<file path="config.mk">
export PLATFORM = sky130hd
export DESIGN_NAME = sram_cycle_ctrl_flat
export DESIGN_NICKNAME = d
export VERILOG_FILES = /design/src/rtl/sram_cycle_ctrl_if.sv /design/src/rtl/sram_cycle_ctrl.sv /design/src/flat_wrapper.sv
export SDC_FILE = /design/constraint.sdc
export NUM_CORES = 1
export LEC_CHECK = 0
export ABC_CLOCK_PERIOD_IN_PS = 2450
export BUFFER_PORTS_ARGS = -buffer_cell sky130_fd_sc_hd__buf_2
export CAP_MARGIN = 20
export CORE_MARGIN = 4
export CORE_UTILIZATION = 45
export CTS_BUF_LIST = sky130_fd_sc_hd__clkbuf_4 sky130_fd_sc_hd__clkbuf_8
export CTS_CLUSTER_DIAMETER = 80
export CTS_CLUSTER_SIZE = 25
export DETAILED_ROUTE_END_ITERATION = 7
export GPL_ROUTABILITY_DRIVEN = 1
export PLACE_DENSITY = 0.88
export REMOVE_ABC_BUFFERS = 1
export SLEW_MARGIN = 20
export SYNTH_ARGS = -nofsm -noshare
export SYNTH_HDL_FRONTEND = slang
export SYNTH_SLANG_ARGS = --single-unit
</file>
<file path="constraint.sdc">
create_clock -name iCLK -period 2.45 [get_ports iCLK]
set_input_delay 0 -clock iCLK [delete_from_list [all_inputs] [get_ports iCLK]]
set_output_delay 0 -clock iCLK [all_outputs]
set_load 0.01 [all_outputs]
</file>
<file path="src/rtl/sram_cycle_ctrl_if.sv">
// Requester-side handshake of the SRAM cycle controller: single-cycle
// write/read strobes in, read data / status back out.
interface sram_cycle_ctrl_if #(
  parameter int ADDR_W = 24,
  parameter int DATA_W = 16
);
  logic                  iWrite;
  logic                  iRead;
  logic [ADDR_W-1:0]     iAddress;
  logic [DATA_W-1:0]     iWritedata;
  logic [DATA_W/8-1:0]   iByteEn;
  logic [DATA_W-1:0]     oReaddata;
  logic                  oReaddatavalid;
  logic                  oBusy;
  logic                  oOverrun;

  // Pattern generator side
  modport master (
    output iWrite, iRead, iAddress, iWritedata, iByteEn,
    input  oReaddata, oReaddatavalid, oBusy, oOverrun
  );

  // Controller side
  modport slave (
    input  iWrite, iRead, iAddress, iWritedata, iByteEn,
    output oReaddata, oReaddatavalid, oBusy, oOverrun
  );
endinterface

</file>
<file path="src/rtl/sram_cycle_ctrl.sv">
// Asynchronous SRAM cycle controller. Turns one-cycle write/read strobes
// into timed CE_n/OE_n/WE_n/BE_n bus cycles with a split data bus. Every
// output is a flop; the whole controller is one registered FSM.
module sram_cycle_ctrl #(
  parameter int ADDR_W  = 24,
  parameter int DATA_W  = 16,
  parameter int WR_WAIT = 2,
  parameter int RD_WAIT = 2,
  parameter int TURN    = 1
) (
  input  logic                  iCLK,
  input  logic                  iRST_n,
  sram_cycle_ctrl_if.slave      bus,
  output logic [ADDR_W-1:0]     oSRAM_ADDR,
  output logic [DATA_W-1:0]     oSRAM_DQ,
  output logic                  oSRAM_DQ_OE,
  input  logic [DATA_W-1:0]     iSRAM_DQ,
  output logic                  oSRAM_CE_n,
  output logic                  oSRAM_OE_n,
  output logic                  oSRAM_WE_n,
  output logic [DATA_W/8-1:0]   oSRAM_BE_n
);

  localparam int BE_W     = DATA_W / 8;
  localparam int MAX_WAIT = (WR_WAIT > RD_WAIT) ?
                            ((WR_WAIT > TURN) ? WR_WAIT : TURN) :
                            ((RD_WAIT > TURN) ? RD_WAIT : TURN);
  localparam int CNT_W    = (MAX_WAIT > 0) ? $clog2(MAX_WAIT + 1) : 1;

  // Wait counter load values; the counter runs down and parks at zero.
  localparam logic [CNT_W-1:0] WR_CNT   = CNT_W'(WR_WAIT);
  localparam logic [CNT_W-1:0] RD_CNT   = CNT_W'(RD_WAIT);
  localparam logic [CNT_W-1:0] TURN_CNT = CNT_W'((TURN > 0) ? TURN - 1 : 0);

  typedef enum logic [2:0] {
    IDLE,
    WR_SETUP,
    WR_PULSE,
    WR_HOLD,
    RD_ACCESS,
    TURNAROUND
  } state_t;

  state_t           state;
  logic [CNT_W-1:0] cnt;
  logic             req;
  logic             cnt_zero;

  assign req      = bus.iWrite | bus.iRead;
  assign cnt_zero = (cnt == '0);

  // Controller FSM with all bus and status outputs registered alongside it.
  always_ff @(posedge iCLK) begin
    if (!iRST_n) begin
      state              <= IDLE;
      cnt                <= '0;
      oSRAM_CE_n         <= 1'b1;
      oSRAM_OE_n         <= 1'b1;
      oSRAM_WE_n         <= 1'b1;
      oSRAM_BE_n         <= '1;
      oSRAM_DQ_OE        <= 1'b0;
      oSRAM_ADDR         <= '0;
      oSRAM_DQ           <= '0;
      bus.oReaddata      <= '0;
      bus.oReaddatavalid <= 1'b0;
      bus.oBusy          <= 1'b0;
      bus.oOverrun       <= 1'b0;
    end else begin
      bus.oReaddatavalid <= 1'b0;
      // Any strobe seen while busy is dropped; remember that it happened.
      if (req && bus.oBusy)
        bus.oOverrun <= 1'b1;

      case (state)
        IDLE: begin
          if (bus.iWrite) begin
            // Write wins over a simultaneous read; the read is simply lost.
            oSRAM_ADDR  <= bus.iAddress;
            oSRAM_DQ    <= bus.iWritedata;
            oSRAM_BE_n  <= ~bus.iByteEn;
            oSRAM_CE_n  <= 1'b0;
            oSRAM_OE_n  <= 1'b1;
            oSRAM_WE_n  <= 1'b1;
            oSRAM_DQ_OE <= 1'b1;
            bus.oBusy   <= 1'b1;
            state       <= WR_SETUP;
          end else if (bus.iRead) begin
            oSRAM_ADDR  <= bus.iAddress;
            oSRAM_BE_n  <= '0;
            oSRAM_CE_n  <= 1'b0;
            oSRAM_OE_n  <= 1'b0;
            oSRAM_WE_n  <= 1'b1;
            oSRAM_DQ_OE <= 1'b0;
            cnt         <= RD_CNT;
            bus.oBusy   <= 1'b1;
            state       <= RD_ACCESS;
          end
        end

        WR_SETUP: begin
          // Address/data/CE have had one cycle to settle before WE falls.
          oSRAM_WE_n <= 1'b0;
          cnt        <= WR_CNT;
          state      <= WR_PULSE;
        end

        WR_PULSE: begin
          if (cnt_zero) begin
            oSRAM_WE_n <= 1'b1;
            state      <= WR_HOLD;
          end else begin
            cnt <= cnt - 1'b1;
          end
        end

        WR_HOLD: begin
          // Data and CE held one cycle past WE rising, then release the bus.
          oSRAM_CE_n  <= 1'b1;
          oSRAM_OE_n  <= 1'b1;
          oSRAM_WE_n  <= 1'b1;
          oSRAM_BE_n  <= '1;
          oSRAM_DQ_OE <= 1'b0;
          cnt         <= TURN_CNT;
          bus.oBusy   <= (TURN != 0);
          state       <= (TURN != 0) ? TURNAROUND : IDLE;
        end

        RD_ACCESS: begin
          if (cnt_zero) begin
            bus.oReaddata      <= iSRAM_DQ;
            bus.oReaddatavalid <= 1'b1;
            oSRAM_CE_n         <= 1'b1;
            oSRAM_OE_n         <= 1'b1;
            oSRAM_WE_n         <= 1'b1;
            oSRAM_BE_n         <= '1;
            oSRAM_DQ_OE        <= 1'b0;
            cnt                <= TURN_CNT;
            bus.oBusy          <= (TURN != 0);
            state              <= (TURN != 0) ? TURNAROUND : IDLE;
          end else begin
            cnt <= cnt - 1'b1;
          end
        end

        TURNAROUND: begin
          // Bus idle gap so the SRAM's output driver is off before reuse.
          if (cnt_zero) begin
            bus.oBusy <= 1'b0;
            state     <= IDLE;
          end else begin
            cnt <= cnt - 1'b1;
          end
        end

        default: begin
          oSRAM_CE_n  <= 1'b1;
          oSRAM_OE_n  <= 1'b1;
          oSRAM_WE_n  <= 1'b1;
          oSRAM_BE_n  <= '1;
          oSRAM_DQ_OE <= 1'b0;
          bus.oBusy   <= 1'b0;
          cnt         <= '0;
          state       <= IDLE;
        end
      endcase
    end
  end

  // BE_W documents the byte-lane count tied to DATA_W.
  logic [BE_W-1:0] unused_be_w;
  assign unused_be_w = '0;

endmodule

</file>
<file path="src/flat_wrapper.sv">
// flat-port wrapper written by rule: the top's interface ports become plain ports
module sram_cycle_ctrl_flat 
#(
  parameter int ADDR_W  = 24,
  parameter int DATA_W  = 16,
  parameter int WR_WAIT = 2,
  parameter int RD_WAIT = 2,
  parameter int TURN    = 1
)
  (iCLK, iRST_n, oSRAM_ADDR, oSRAM_DQ, oSRAM_DQ_OE, iSRAM_DQ, oSRAM_CE_n, oSRAM_OE_n, oSRAM_WE_n, oSRAM_BE_n, bus_iWrite, bus_iRead, bus_iAddress, bus_iWritedata, bus_iByteEn, bus_oReaddata, bus_oReaddatavalid, bus_oBusy, bus_oOverrun);
  sram_cycle_ctrl_if #(.ADDR_W(ADDR_W), .DATA_W(DATA_W)) bus_i ();
  input  logic iCLK;
  input  logic iRST_n;
  output logic [ADDR_W-1:0] oSRAM_ADDR;
  output logic [DATA_W-1:0] oSRAM_DQ;
  output logic oSRAM_DQ_OE;
  input  logic [DATA_W-1:0] iSRAM_DQ;
  output logic oSRAM_CE_n;
  output logic oSRAM_OE_n;
  output logic oSRAM_WE_n;
  output logic [DATA_W/8-1:0] oSRAM_BE_n;
  input wire logic [$bits(bus_i.iWrite)-1:0] bus_iWrite;
  input wire logic [$bits(bus_i.iRead)-1:0] bus_iRead;
  input wire logic [$bits(bus_i.iAddress)-1:0] bus_iAddress;
  input wire logic [$bits(bus_i.iWritedata)-1:0] bus_iWritedata;
  input wire logic [$bits(bus_i.iByteEn)-1:0] bus_iByteEn;
  output wire logic [$bits(bus_i.oReaddata)-1:0] bus_oReaddata;
  output wire logic [$bits(bus_i.oReaddatavalid)-1:0] bus_oReaddatavalid;
  output wire logic [$bits(bus_i.oBusy)-1:0] bus_oBusy;
  output wire logic [$bits(bus_i.oOverrun)-1:0] bus_oOverrun;
  assign bus_i.iWrite = bus_iWrite;
  assign bus_i.iRead = bus_iRead;
  assign bus_i.iAddress = bus_iAddress;
  assign bus_i.iWritedata = bus_iWritedata;
  assign bus_i.iByteEn = bus_iByteEn;
  assign bus_oReaddata = bus_i.oReaddata;
  assign bus_oReaddatavalid = bus_i.oReaddatavalid;
  assign bus_oBusy = bus_i.oBusy;
  assign bus_oOverrun = bus_i.oOverrun;
  sram_cycle_ctrl #(.ADDR_W(ADDR_W), .DATA_W(DATA_W), .WR_WAIT(WR_WAIT), .RD_WAIT(RD_WAIT), .TURN(TURN)) u_core (.iCLK(iCLK), .iRST_n(iRST_n), .bus(bus_i), .oSRAM_ADDR(oSRAM_ADDR), .oSRAM_DQ(oSRAM_DQ), .oSRAM_DQ_OE(oSRAM_DQ_OE), .iSRAM_DQ(iSRAM_DQ), .oSRAM_CE_n(oSRAM_CE_n), .oSRAM_OE_n(oSRAM_OE_n), .oSRAM_WE_n(oSRAM_WE_n), .oSRAM_BE_n(oSRAM_BE_n));
endmodule
</file>
==> results of run 1 <==
[layer usage]
layer  routed length (um)  share of wire
met5                    0              0
met4                  255          0.030
met3                  538          0.063
met2                 4300           0.51
met1                 3390           0.40
[cell families after synthesis]
| logic type | share of synthesized area |
|---|---|
| flops | 0.500 |
| buf+inv | 0.0541 |
| mux | 0.0107 |
| compound gates | 0.184 |
| simple gates | 0.238 |
| fa+ha+maj | 0.0134 |
[how the worst max path moves through the flow]
stage	endpoint	from	slack, ns
5_1_grt	u_core.bus.oReaddata[9]	u_core.cnt[0]	0.35
4_1_cts	u_core.bus.oReaddata[12]	u_core.cnt[0]	0.55
3_3_place_gp	u_core.bus.oReaddata[6]	u_core.cnt[0]	0.69
6_report	u_core.bus.oReaddata[9]	u_core.cnt[0]	0.48
3_5_place_dp	u_core.bus.oReaddata[12]	u_core.cnt[0]	0.56
2_1_floorplan	u_core.oSRAM_ADDR[0]	u_core.state[0]	0.80
[power by group through the flow]
stage                     clock, mW  sequential [mW]  combinational (mW)
final                         0.791             1.58                1.40
after detailed placement          0             1.59                1.31
after global placement            0             1.58                1.28
after global routing          0.863             1.61                1.56
after CTS                     0.814             1.57                1.39
after floorplan                   0             1.68               0.731
[final cells by class]
class,count,area (um^2),share of cell area
Timing Repair Buffer,186,1220,0.294
Multi-Input combinational cell,250,1250,0.300
Clock inverter,2,10.0,0.00241
Inverter,9,33.8,0.00812
Sequential cell,70,1400,0.337
Tap cell,75,93.8,0.0225
Clock buffer,11,151,0.0364
[worst register-to-register path: cells and delay by family, from the launching register on]
kind,cells,cell delay (ns)
AO/OA/AOI/OAI,1,0.17
adder cells (fa/ha/maj),1,0.30
AND/OR/NAND/NOR,3,0.98
buffers and inverters,1,0.10
flip-flops,1,0.35
[synthesized netlist by cell type (all sizes together) (4+ instances only)]
master / n
a21boi: 6
a21oi: 58
buf: 12
clkbuf: 9
dfxtp: 70
inv: 9
nand2: 126
nand2b: 5
nor2: 8
nor3: 4
o21ai: 11
[state kept, by name (all words and copies together) (netlist names)]
| register | count |
|---|---|
| u_core.oSRAM_ADDR | 24 |
| u_core.bus.oOverrun | 1 |
| u_core.bus.oReaddatavalid | 1 |
| u_core.cnt | 2 |
| u_core.oSRAM_OE_n | 1 |
| u_core.bus.oReaddata | 16 |
| u_core.bus.oBusy | 1 |
| u_core.oSRAM_CE_n | 1 |
| u_core.state | 3 |
| u_core.oSRAM_DQ_OE | 1 |
| u_core.oSRAM_DQ | 16 |
| u_core.oSRAM_WE_n | 1 |
| u_core.oSRAM_BE_n | 2 |
[per-stage QoR]
stage                     area [um^2]  cells  setup WS, ns  hold slack [ns]
final                            4160    603         0.477           0.0497
after global routing             4160    603         0.347            0.102
after CTS                        4160    603         0.547           0.0402
after detailed placement         3430    533         0.561            0.246
after global placement           3430    533         0.694            0.240
after floorplan                  2680    329         0.801           0.0619
[what timing repair did]
| action | 4_1_cts | 5_1_grt |
|---|---|---|
| endpoints found under the setup margin | 0 | 0 |
| hold endpoints to repair | 60 | 0 |
| hold buffers | 57 | 0 |
==> impl_metrics.toml, run 1 <==
[outcome]
run_status = "finished, final reports clean"

[cells_and_area]
final_net_count = 591
area_delta_synth_final_pct = 48.6
fillCellCount = 447
layout.core_utilization = 0.695
num_antenna_cells = 0
final_cell_mix = "sky130_fd_sc_hd__nand2_1 (126), sky130_fd_sc_hd__buf_2 (126), sky130_fd_sc_hd__dfxtp_1 (70)"
final_layout_size_suffix_gt1_frac = 0.282

[yosys]
synth_area_leader_cell = "sky130_fd_sc_hd__dfxtp_1"
ys_warn_count = 0
synth-seq-area-share = 0.500
syn-cell-area_mm2 = 0.00280
synth_enable_flop_cells = 0
synthCells = 350
avgSynthCellArea_um2 = 8.00
ys_seq_elements = 70
postSynth.asyncResetShare = 0
synthFlopType = "sky130_fd_sc_hd__dfxtp_1"
synth_cell_type_count = 38
synth_top_cells_by_area = "sky130_fd_sc_hd__dfxtp_1 (50%), sky130_fd_sc_hd__nand2_1 (17%), sky130_fd_sc_hd__a21oi_1 (10%), sky130_fd_sc_hd__o21ai_0 (1.8%), sky130_fd_sc_hd__a21boi_0 (1.3%)"
synthDominantCellAreaShare = 0.500

[timing]
grt_setup_unrepaired = "no"
final-setup-viol-count = 0
hold_viol = 0
final.period_utilization = 0.805
fin_crit_ns = 1.97
finalSetupTns_ns = 0
fmax_mhz = 507
timing.max_slew.rel_slack = 0.546
worst_clock_skew_ns = 0.00783
timing_max_transition_violations_final = 0
pin_slew_with_the_least_headroom_to_its_limit_ns = 0.679

[flow_run]
max_cap_viol_count = 0

[setup_path]
required_ns = 2.71
worst_path_most_repeated_cell = "sky130_fd_sc_hd__nand2_1"
critical_path.n_buffers_inverters = 1
path_depth = 6
reg2regPathDepth = 6
crit_path_max_incr_delay_ns = 0.59
path_delay_family = "simple AND/OR/NAND/NOR gates"
critical_path.endpoint_type = "flop"
regToRegSetupSlack_ns = 0.48
path_class = "reg2reg"
worstSetupStartpointType = "flop"
path_cells = "inv_1 > ha_1 > nand2_1 > nor3_4 > nand2_1 > a21oi_1"
worstReg2RegStart = "u_core.cnt[0]"
rr_endpoint = "u_core.bus.oReaddata[9]"
critical_path_peak_fanout = 16
cpMaxStageDelayCell = "sky130_fd_sc_hd__nor3_4"
critPathArrivalTime_ns = 2.23

[power]
worst_ir_drop_vdd_v = 0.000646
p_sw_mw = 1.40
combPwrFrac = 0.371
power_density_mw_per_mm2 = 905
clock_power_share = 0.210
seqPwrFrac = 0.419
power.internal_mw = 2.37
post-layout-total-power_mw = 3.77
p_sw_frac = 0.372
static-leakage-power_nw = 1.91

[detailed_routing]
route.vias.total = 2966
wirelength_mm = 8.49
routed_wire_length_per_instance_um = 14.1
postRouteAntennaNets = 0
detail_route.drc_violations = 0
detail_route.first_pass.iterations = 4
detail_route.vias_per_cell = 4.92
dr.first_iter.drc_count = 101

[clock_network]
cts_root_buf = "sky130_fd_sc_hd__clkbuf_8"
cts_made_buffers = 9
clock_sinks = 70
cts.path.max_buffers = 2
clock_transition_at_the_registers_of_the_reported_paths_ns = 0.07
cts_max_level = 3
clock_insertion_delay_worst_skew_ns = 0.33
cts_resized = 0
cts_tree = "yes"
postCtsSetupRepairBufs = 0

[grt]
first_global_vias = 2948
global_route.usage.met3 = 0.0482
grt-busiest-layer = "met2"
grt_antenna_before_repair = 0
grt_overflow = 0
wire_length_of_the_first_global_routing_pass_mm = 13.5
total_routing_resource_utilization_after_global_routing = 0.226
grt_start_max_net_pins = 28
use_met1 = 0.260
global_route.usage.met2 = 0.395

[placed_design]
place.port_buffers = 126
gp_congestion = 0.858
detailedPlacementHpwl_mm = 5.17

[floorplanning]
start_util = 0.467
floorplan.core_area_mm2 = 0.00599
floorplan.io_pins = 127
dieArea_mm2 = 0.00755
chipHeight_um = 86.9
placement_rows = 28
die_width_um = 86.9

[hold_path]
worst_hold_path.num_cells = 4
hold-path-endpoint = "u_core.oSRAM_BE_n[1]"
min_from = "bus_iByteEn[1]"
hp-class = "in2reg"
No activity file was read; power rests on OpenSTA's default activity.
==> run 2, diff against run 1 <==
--- a/config.mk
+++ b/config.mk
@@ -5,17 +5,18 @@
 export SDC_FILE = /design/constraint.sdc
 export NUM_CORES = 1
 export LEC_CHECK = 0
-export ABC_CLOCK_PERIOD_IN_PS = 2450
+export ABC_AREA = 1
+export ABC_CLOCK_PERIOD_IN_PS = 1700
 export BUFFER_PORTS_ARGS = -buffer_cell sky130_fd_sc_hd__buf_2
 export CAP_MARGIN = 20
 export CORE_MARGIN = 4
-export CORE_UTILIZATION = 45
+export CORE_UTILIZATION = 44
 export CTS_BUF_LIST = sky130_fd_sc_hd__clkbuf_4 sky130_fd_sc_hd__clkbuf_8
 export CTS_CLUSTER_DIAMETER = 80
 export CTS_CLUSTER_SIZE = 25
 export DETAILED_ROUTE_END_ITERATION = 7
 export GPL_ROUTABILITY_DRIVEN = 1
-export PLACE_DENSITY = 0.88
+export PLACE_DENSITY = 0.9
 export REMOVE_ABC_BUFFERS = 1
 export SLEW_MARGIN = 20
 export SYNTH_ARGS = -nofsm -noshare
==> constraint.sdc (replaced) <==
create_clock -name iCLK -period 1.7 [get_ports iCLK]
set_input_delay 0 -clock iCLK [delete_from_list [all_inputs] [get_ports iCLK]]
set_output_delay 0 -clock iCLK [all_outputs]
set_load 0.01 [all_outputs]
==> run 2 against run 1 <==
Maximum frequency grew 27%; largest power group is now combinational logic; cell area rose by 2.8%; clock-buffer cell count did not move; largest cell class unchanged; die area increased by 2.1%; sequential power grew 53%.
==> impl_metrics.toml, run 2 <==
[outcome]
run_status = "finished, final reports clean"

[yosys]
synthCells = 365
avgSynthCellArea_um2 = 7.68
synth-compound-area-share = 0.124
synth_top_cells_by_area = "sky130_fd_sc_hd__dfxtp_1 (50%), sky130_fd_sc_hd__nand3_1 (13%), sky130_fd_sc_hd__nand2_1 (12%), sky130_fd_sc_hd__a21oi_1 (11%), sky130_fd_sc_hd__buf_4 (2.1%)"
most_common_cell_in_the_synthesized_netlist = "sky130_fd_sc_hd__nand2_1"
portion_of_netlist_area_occupied_by_mux_cells = 0
post_synth_xor_area_fraction = 0
synth.cells.most_frequent = "sky130_fd_sc_hd__nand2_1 (90), sky130_fd_sc_hd__dfxtp_1 (70), sky130_fd_sc_hd__nand3_1 (70)"
ys_warn_count = 0
ys_seq_elements = 70
synth_enable_flop_cells = 0
synth-seq-area-share = 0.500
synth_area_leader_cell = "sky130_fd_sc_hd__dfxtp_1"
synth_area_in_adders = 0.0134
synthFlopType = "sky130_fd_sc_hd__dfxtp_1"
synth_cell_type_count = 20
postSynth.asyncResetShare = 0
synthDominantCellAreaShare = 0.500
syn-cell-area_mm2 = 0.00280
synth_simple_gate_area_share = 0.287
synth_top_family_by_area = "simple AND/OR/NAND/NOR gates"

[placed_design]
detailedPlacementHpwl_mm = 5.51
place_area_mm2 = 0.00346
gp_congestion = 0.772
place.port_buffers = 126

[setup_path]
path_delay_family = "simple AND/OR/NAND/NOR gates"
critical_path_peak_fanout = 8
path_class = "reg2reg"
worstSetupStartpointType = "flop"
path_depth = 7
cpMaxStageDelayCell = "sky130_fd_sc_hd__dfxtp_1"
required_ns = 1.91
crit_path_max_incr_delay_ns = 0.59
critical_path.n_buffers_inverters = 1
reg2regPathDepth = 7
path_cells = "nor2_2 > nand3_1 > nand2_1 > nor2_2 > inv_2 > nand2_1 > nand3_1"
critPathArrivalTime_ns = 1.76
critical_path.endpoint_type = "flop"

[hold_path]
worst_hold_path.num_cells = 4
hp-class = "in2reg"

[power]
power_density_mw_per_mm2 = 1550
post-layout-total-power_mw = 6.62
static-leakage-power_nw = 2.04
worst_ir_drop_vdd_v = 0.000945

[cells_and_area]
num_antenna_cells = 0
final_net_count = 610
layout.core_utilization = 0.706
layout.cells.most_common = "sky130_fd_sc_hd__buf_2"
final_layout_size_suffix_gt1_frac = 0.295
final_cell_mix = "sky130_fd_sc_hd__buf_2 (126), sky130_fd_sc_hd__nand2_1 (90), sky130_fd_sc_hd__nand3_1 (70), sky130_fd_sc_hd__dfxtp_1 (70), sky130_fd_sc_hd__a21oi_1 (64)"
largest-register = "u_core.oSRAM_ADDR"
flip_flop_count_of_the_largest_register_all_copies_and_words_added = 24
reg.largest.list = "u_core.oSRAM_ADDR x24, u_core.bus.oReaddata x16, u_core.oSRAM_DQ x16"
area_delta_synth_final_pct = 52.7
stdcell_area_mm2 = 0.00428

[floorplanning]
start_util = 0.462
chipHeight_um = 87.8
dieArea_mm2 = 0.00771
floorplan.io_pins = 127
placement_rows = 28
die_width_um = 87.8
floorplan.core_area_mm2 = 0.00606

[timing]
worst_clock_skew_ns = 0.00774
holdWs_ns = 0.190
final-setup-viol-count = 0
finalSetupTns_ns = 0
fmax_mhz = 646
fin_crit_ns = 1.55
timing_max_transition_violations_final = 0
pin_slew_with_the_least_headroom_to_its_limit_ns = 0.563
hold_viol = 0
final.period_utilization = 0.911
grt_setup_unrepaired = "no"
timing.max_slew.rel_slack = 0.624

[clock_network]
cts_root_buf = "sky130_fd_sc_hd__clkbuf_8"
cts_tree = "yes"
cts_made_buffers = 9
clock_sinks = 70
cts.path.max_buffers = 2
cts_max_level = 3
postCtsSetupRepairBufs = 0
clock_insertion_delay_worst_skew_ns = 0.34
clock_transition_at_the_registers_of_the_reported_paths_ns = 0.08

[grt]
grt_start_max_net_pins = 32
wire_length_of_the_first_global_routing_pass_mm = 14.5
grt_antenna_before_repair = 0
total_routing_resource_utilization_after_global_routing = 0.235
first_global_vias = 3259
grt_overflow = 0

[detailed_routing]
postRouteAntennaNets = 0
detail_route.vias_per_cell = 5.16
routed_wire_length_per_instance_um = 14.4
dr.first_iter.drc_count = 160
route.vias.total = 3227
detail_route.drc_violations = 0
wirelength_mm = 8.98
detail_route.first_pass.iterations = 4

[flow_run]
max_cap_viol_count = 0
## run 2: cell types whose count changed in the layout (fill, tap and decap cells not counted), moves of 4 or more
cell,delta
sky130_fd_sc_hd__a21boi_0,-5
sky130_fd_sc_hd__a21oi_1,+6
sky130_fd_sc_hd__buf_4,+4
sky130_fd_sc_hd__inv_1,+5
sky130_fd_sc_hd__inv_2,+5
sky130_fd_sc_hd__nand2_1,-36
sky130_fd_sc_hd__nand2b_1,-5
sky130_fd_sc_hd__nand3_1,+67
sky130_fd_sc_hd__nor2_1,+4
sky130_fd_sc_hd__o21ai_0,-6
## run 2: logic make-up after synthesis
family | Yosys count
and+or+nand+nor | 180
AOI/OAI and AO/OA | 69
adders and majority gates | 3
buffers and inverters | 43
DFF | 70
## run 2: path summary, 6_finish.rpt
| path | start | to | slack (ns) |
|---|---|---|---|
| setup / recovery | u_core.state[0] | u_core.oSRAM_BE_n[0] | 0.15 |
| hold / removal | bus_iWrite | u_core.oSRAM_DQ[0] | 0.19 |
| setup reg to reg | u_core.state[0] | u_core.oSRAM_BE_n[0] | 0.15 |
| hold reg to reg | u_core.oSRAM_BE_n[1] | u_core.oSRAM_BE_n[1] | 0.46 |
## run 2: timing repair
action                    in CTS  in global routing
resized for setup              0                  0
hold endpoints to repair      61                  0
hold buffers                  59                  0
## run 2: layout make-up
| class | instances | area (um^2) |
|---|---|---|
| Multi-Input combinational cell | 252 | 1190 |
| Tap cell | 75 | 93.8 |
| Clock buffer | 11 | 145 |
| Clock inverter | 5 | 81.3 |
| Timing Repair Buffer | 193 | 1290 |
| Fill cell | 448 | 1780 |
| Inverter | 19 | 71.3 |
| Sequential cell | 70 | 1400 |
## run 2: routing by layer
| layer | wire length, um | vias to the layer above | GRT usage | share of wire |
|---|---|---|---|---|
| li1 | - | 1568 | - | - |
| met1 | 3300 | 1463 | 0.250 | 0.37 |
| met2 | 4740 | 160 | 0.433 | 0.53 |
| met3 | 653 | 36 | 0.0593 | 0.073 |
| met4 | 282 | 0 | 0.110 | 0.031 |
| met5 | 0 | - | 0 | 0 |
## run 2: where the power goes
part	switching, mW	total, mW	internal [mW]
combinational	1.68	2.69	1.02
sequential	0.310	2.42	2.11
clock	0.618	1.50	0.886
total	2.61	6.62	4.01
## run 2: worst reg2reg max path, stage by stage, from the launching register on
cell                      delay [ns]
sky130_fd_sc_hd__dfxtp_1        0.59
sky130_fd_sc_hd__nor2_2         0.11
sky130_fd_sc_hd__nand3_1        0.11
sky130_fd_sc_hd__nand2_1        0.17
sky130_fd_sc_hd__nor2_2         0.23
sky130_fd_sc_hd__inv_2          0.08
sky130_fd_sc_hd__nand2_1        0.06
sky130_fd_sc_hd__nand3_1        0.08
## run 2: per-stage QoR
step / cells / setup slack, ns
CTS: 625 / 0.161
global placement: 550 / 0.268
global route: 625 / 0.00186
detailed placement: 550 / 0.166
floorplan: 341 / 0.0441
finish: 625 / 0.151
